[config.mk]
export PLATFORM = sky130hd
export DESIGN_NAME = ll_cmd_issuer
export DESIGN_NICKNAME = d
export VERILOG_FILES = /design/src/rtl/ll_cmd_issuer.sv
export SDC_FILE = /design/constraint.sdc
export NUM_CORES = 1
export LEC_CHECK = 0
export CORE_ASPECT_RATIO = 1.75
export CORE_UTILIZATION = 55
export DETAILED_ROUTE_END_ITERATION = 6
export DONT_BUFFER_PORTS = 1
export PLACE_DENSITY = 0.71
export SETUP_SLACK_MARGIN = 0.1
export SLEW_MARGIN = 40
export SYNTH_ARGS = -nofsm -noshare
export SYNTH_HDL_FRONTEND = slang
export SYNTH_SLANG_ARGS = --single-unit
[constraint.sdc]
create_clock -name clk -period 2.42 [get_ports clk]
set_input_delay 0.484 -clock clk [delete_from_list [all_inputs] [get_ports clk]]
set_output_delay 0.484 -clock clk [all_outputs]
set_load 0.02 [all_outputs]
[src/rtl/ll_cmd_issuer.sv]
// Button/switch front end for the linked-list engine: synchronizes and debounces
// four buttons, frames one opcode pulse per press and latches sticky list errors.
module ll_cmd_issuer #(
  parameter int unsigned DEBOUNCE_CYCLES = 1_000_000,
  parameter int unsigned PULSE_CYCLES    = 2,
  parameter int unsigned HOLD_CYCLES     = 16,
  parameter int unsigned DATA_W          = 8
) (
  input  logic              clk,
  input  logic              rst_n,
  input  logic [3:0]        btn,
  input  logic [DATA_W-1:0] sw,
  input  logic              overflow,
  input  logic              underflow,
  output logic [2:0]        operation,
  output logic [DATA_W-1:0] data_out,
  output logic              busy,
  output logic              err_of,
  output logic              err_uf,
  output logic [7:0]        cmd_count
);

  localparam int unsigned CNT_W  = (DEBOUNCE_CYCLES > 1) ? $clog2(DEBOUNCE_CYCLES) : 1;
  localparam int unsigned PH_MAX = (PULSE_CYCLES > HOLD_CYCLES) ? PULSE_CYCLES : HOLD_CYCLES;
  localparam int unsigned PH_W   = (PH_MAX > 1) ? $clog2(PH_MAX) : 1;

  localparam logic [CNT_W-1:0] DB_LAST    = CNT_W'(DEBOUNCE_CYCLES - 1);
  localparam logic [PH_W-1:0]  PULSE_LAST = PH_W'(PULSE_CYCLES - 1);
  localparam logic [PH_W-1:0]  HOLD_LAST  = PH_W'(HOLD_CYCLES - 1);

  typedef enum logic [1:0] {
    S_IDLE,
    S_ISSUE,
    S_HOLD,
    S_RELEASE
  } state_t;

  typedef enum logic [2:0] {
    OP_IDLE        = 3'b000,
    OP_INSERT_HEAD = 3'b100,
    OP_INSERT_TAIL = 3'b101,
    OP_DELETE      = 3'b110,
    OP_TRAVERSE    = 3'b111
  } op_t;

  logic [3:0]        btn_meta, btn_sync;
  logic [DATA_W-1:0] sw_meta, sw_sync;
  logic [CNT_W-1:0]  db_cnt [4];
  logic [3:0]        stable, stable_d, press;

  state_t            state, state_nx;
  logic [PH_W-1:0]   phase, phase_nx;
  logic [2:0]        op_nx, sel_op;
  logic [DATA_W-1:0] data_nx;
  logic              of_nx, uf_nx;
  logic [7:0]        count_nx;

  always_ff @(posedge clk or negedge rst_n) begin
    if (!rst_n) begin
      btn_meta <= '0;
      btn_sync <= '0;
      sw_meta  <= '0;
      sw_sync  <= '0;
    end else begin
      btn_meta <= btn;
      btn_sync <= btn_meta;
      sw_meta  <= sw;
      sw_sync  <= sw_meta;
    end
  end

  // A button is accepted only after DEBOUNCE_CYCLES consecutive disagreeing samples.
  always_ff @(posedge clk or negedge rst_n) begin
    if (!rst_n) begin
      for (int unsigned i = 0; i < 4; i++) db_cnt[i] <= '0;
      stable   <= '0;
      stable_d <= '0;
    end else begin
      stable_d <= stable;
      for (int unsigned i = 0; i < 4; i++) begin
        if (btn_sync[i] == stable[i]) begin
          db_cnt[i] <= '0;
        end else if (db_cnt[i] == DB_LAST) begin
          stable[i] <= btn_sync[i];
          db_cnt[i] <= '0;
        end else begin
          db_cnt[i] <= db_cnt[i] + 1'b1;
        end
      end
    end
  end

  assign press = stable & ~stable_d;

  always_comb begin
    sel_op = OP_IDLE;
    if (press[0])      sel_op = OP_INSERT_HEAD;
    else if (press[1]) sel_op = OP_INSERT_TAIL;
    else if (press[2]) sel_op = OP_DELETE;
    else if (press[3]) sel_op = OP_TRAVERSE;
  end

  always_comb begin
    state_nx = state;
    phase_nx = phase;
    op_nx    = operation;
    data_nx  = data_out;
    of_nx    = err_of;
    uf_nx    = err_uf;
    count_nx = cmd_count;
    case (state)
      S_IDLE: begin
        if (|press) begin
          state_nx = S_ISSUE;
          phase_nx = '0;
          op_nx    = sel_op;
          data_nx  = sw_sync;
          of_nx    = 1'b0;
          uf_nx    = 1'b0;
          count_nx = cmd_count + 8'd1;
        end
      end
      S_ISSUE: begin
        if (overflow)  of_nx = 1'b1;
        if (underflow) uf_nx = 1'b1;
        if (phase == PULSE_LAST) begin
          state_nx = S_HOLD;
          phase_nx = '0;
          op_nx    = OP_IDLE;
        end else begin
          phase_nx = phase + 1'b1;
        end
      end
      S_HOLD: begin
        if (overflow)  of_nx = 1'b1;
        if (underflow) uf_nx = 1'b1;
        if (phase == HOLD_LAST) begin
          state_nx = S_RELEASE;
          phase_nx = '0;
        end else begin
          phase_nx = phase + 1'b1;
        end
      end
      S_RELEASE: begin
        if (stable == 4'b0000) state_nx = S_IDLE;
      end
      default: state_nx = S_IDLE;
    endcase
  end

  // operation is a register cleared by the async reset, so a reset mid-pulse drops it at once.
  always_ff @(posedge clk or negedge rst_n) begin
    if (!rst_n) begin
      state     <= S_IDLE;
      phase     <= '0;
      operation <= OP_IDLE;
      data_out  <= '0;
      err_of    <= 1'b0;
      err_uf    <= 1'b0;
      cmd_count <= '0;
    end else begin
      state     <= state_nx;
      phase     <= phase_nx;
      operation <= op_nx;
      data_out  <= data_nx;
      err_of    <= of_nx;
      err_uf    <= uf_nx;
      cmd_count <= count_nx;
    end
  end

  assign busy = (state != S_IDLE);

endmodule

==> key figures <==
Power and ir drop
  – P_leak: 0.00314 uW
  – Worst VDD drop: ~0.63 mV
  – Pwr dens: about 760 nW/um2

Yosys
  – Mapped Area: just over 6000 um2
  – Mapped Cells: 553
  – Main synth FF type: dfrtp_1
  – Post-synth EDFFs: 0
  – Asr flop ratio synth: between 90% and 100%
  – Ys Warns: 0
  – Mean Syn Cell Area: ~11 um2
  – Seq cells post-synth: 139
  – Unique masters post-synth: between 40 and 50
  – Post-synth net total: ~580
  – Sequential area share after synthesis: between 50% and 60%

Clock network
  – Num CTS Buffers: 17
  – Worst skew pair latency: 0.41 ns
  – CTS clk-pin slew, worst paths: 0.06 ns
  – CTS sink cnt: 139
  – CTS Buffer Depth: 2
  – Clk root buf: clkbuf_16
  – CTS tree: done
  – H-tree Lvls: 4

Timing
  – Max_slew headroom: between 50% and 60%
  – Fin Hold WS: -0.232 ns
  – Clock Skew: between 0.015 and 0.02 ns
  – Setup violators final: 0
  – Post-route setup TNS: 0 ns
  – Slew Limit Fails: 0
  – F_max: between 0.4 and 0.5 GHz
  – Final Hold Vio Count: 139
  – Period utilisation layout: approximately 87%
  – Final WS setup: about 0.32 ns
  – Period minus WS final: between 2 and 2.5 ns
  – Pin slew with the least headroom to its limit: between 0.6 and 0.7 ns
  – RSZ-0062 raised after global routing: no

Detailed routing
  – DR WL/cell: approximately 16 um
  – Metal3 WL: 289 um
  – M1 WL: about 4.5 mm
  – Top sig layer: met4
  – DR iter-0 viols: between 200 and 250
  – DR vias: 3976
  – DRC Markers: 0
  – Vias per cell: between 5 and 6
  – Detailed Route WL: 11.2 mm
  – First-pass iteration count of the detailed router: 4
  – WL met2: 6.24 mm
  – Remaining antenna violation count after routing: 0

Placed design
  – Worst slack, placed: around 0.36 ns
  – Dpl cells: 674
  – DP HPWL: 7.27 mm
  – Port buffer count: 0
  – Placer congestion estimate: around 0.82

Die
  – Die H: ~140 um
  – Die width: 81.6 um
  – Total die area: between 10000 and 15000 um2
  – CORE AREA: about 11000 um2
  – Row count: 50
  – Initial Util: 56.7%
  – I/O pin count: 38

Global routing
  – Initial antenna violation count: 0
  – GRT Total Usage: 21.5%
  – First-pass GRT wire length: approximately 19 mm
  – Largest net degree at the start of global routing: 140
  – Grt ovf: 0
  – Vias in the first global route: approximately 4200

Run status
  – Outcome: finished, violations left
  – Violated checks: hold timing

Cells and area
  – ANT cells: 0
  – Area delta synth->final: 12.1%
  – Layout cells sized above 1: 10.4%
  – # nets final: 591
  – Most frequent cells in the layout: 139 x dfrtp_1, 102 x nor2_1, 47 x nand3_1
  – Final core occ: 63.6%
  – Most common cell after layout, fill and taps aside: dfrtp_1
  – Finished Layout Cells: ~710

Critical path
  – Kind of critical path: reg -> reg
  – Slowest Stage Delay on Critical Path: about 0.5 ns
  – Critical Path Start Type: register
  – Required @ worst endpoint: roughly 2.7 ns
  – Critical path fanouts, max: 8
  – Critical path arrival: 2.41 ns
  – Crit end category: register
  – Slowest CP cell: a311oi_1
  – Worst-path cell chain: inv_1, ha_1, and4b_1, a311oi_1, nand2_1, o41ai_1

Hold path
  – Hold crit path type: in -> async

Run
  – Total of max-cap violations: 0
==> worst max-delay path, delay by kind of cell, from the launching register on <==
family	cells	cell delay, ns
AOI/OAI and AO/OA	2	0.80
adders and majority gates	1	0.33
buffers and inverters	1	0.13
DFF	1	0.39
and+or+nand+nor	2	0.34
==> what timing repair did <==
action / in CTS / in global routing
resized for setup: 0 / 0
hold endpoints to repair: 139 / 139
buffers inserted: 0 / 0
endpoints found under the setup margin: 0 / 0
==> sequential cells by signal, summed over array words and instances (netlist names) <==
signal,flops
err_uf,1
cmd_count,8
state,2
stable_d,4
operation,3
btn_sync,4
err_of,1
phase,4
sw_sync,8
stable,4
data_out,8
sw_meta,8
db_cnt,80
btn_meta,4
==> power breakdown <==
part	leakage (uW)	internal, uW	switching, uW	total, uW
combinational	0.000957	21.2	37.9	59.1
sequential	0.00188	2360	27.0	2390
clock	0.000307	1750	974	2730
==> path summary, 6_finish.rpt <==
check                         endpoint  slack, ns  depth (start not counted)   startpoint
setup / recovery              phase[3]       0.32                          6     state[1]
hold / removal              db_cnt[33]      -0.23                          0        rst_n
setup reg to reg              phase[3]       0.32                          6     state[1]
hold reg to reg            btn_sync[3]       0.35                          0  btn_meta[3]
max in group asynchronous   sw_sync[2]       2.52                          0        rst_n
min in group clk            sw_meta[7]       0.09                          0        sw[7]
==> cells in the mapped netlist, types with 2 or more instances <==
library cell,number,area (um2)
nand3_1,47,235
and2_1,2,12.5
mux2_2,15,169
nand2b_1,4,25.0
and4_1,6,52.6
xor2_1,46,403
or2_2,2,12.5
nor2_1,102,383
mux2i_1,2,20.0
buf_6,2,22.5
o21ai_0,4,20.0
buf_2,4,20.0
buf_4,2,15.0
a21oi_1,5,25.0
xnor2_1,35,307
or4_1,3,22.5
nand4_1,12,75.1
clkbuf_1,3,11.3
nor4_1,6,37.5
ha_1,12,150
or3_1,3,18.8
and2b_1,4,30.0
or4_4,2,22.5
nand2_1,23,86.3
inv_1,14,52.6
and3_1,20,125
nand4b_1,2,17.5
nor3_1,11,55.1
o22ai_1,2,12.5
a211oi_1,2,15.0
dfrtp_1,139,3480
==> per-stage QoR <==
stage	hold WS (ns)	power, uW	cell area (um2)
floorplan	0.188	2480	6100
global placement	0.192	2490	6210
detailed placement	0.192	2490	6210
CTS	-0.250	5230	6840
global route	-0.251	5330	6840
finish	-0.232	5180	6840
==> layer usage <==
metal	vias to the layer above	global-route usage, %
met4	0	9.42
met2	66	38.6
li1	1893	-
met5	-	0
met3	22	5.66
met1	1995	22.8
==> kinds of logic (layout without fill, tap and decap cells) <==
logic type / Yosys count / in the layout / share of synthesized area, %
AND/OR/NAND/NOR: 258 / 258 / 21.3
flip-flops: 139 / 139 / 57.0
XOR/XNOR: 81 / 81 / 11.6
buffers and inverters: 26 / 48 / 2.07
AO/OA/AOI/OAI: 20 / 20 / 2.44
multiplexers: 17 / 17 / 3.10
adder cells (fa/ha/maj): 12 / 12 / 2.46
==> layout make-up <==
| class | instances | area (um2) |
|---|---|---|
| Tap cell | 130 | 163 |
| Inverter | 14 | 52.6 |
| Fill cell | 832 | 3920 |
| Timing Repair Buffer | 3 | 22.5 |
| Sequential cell | 139 | 3480 |
| Clock buffer | 18 | 439 |
| Multi-Input combinational cell | 388 | 2500 |
| Clock inverter | 13 | 190 |
Power figures use the tool's default switching activity.
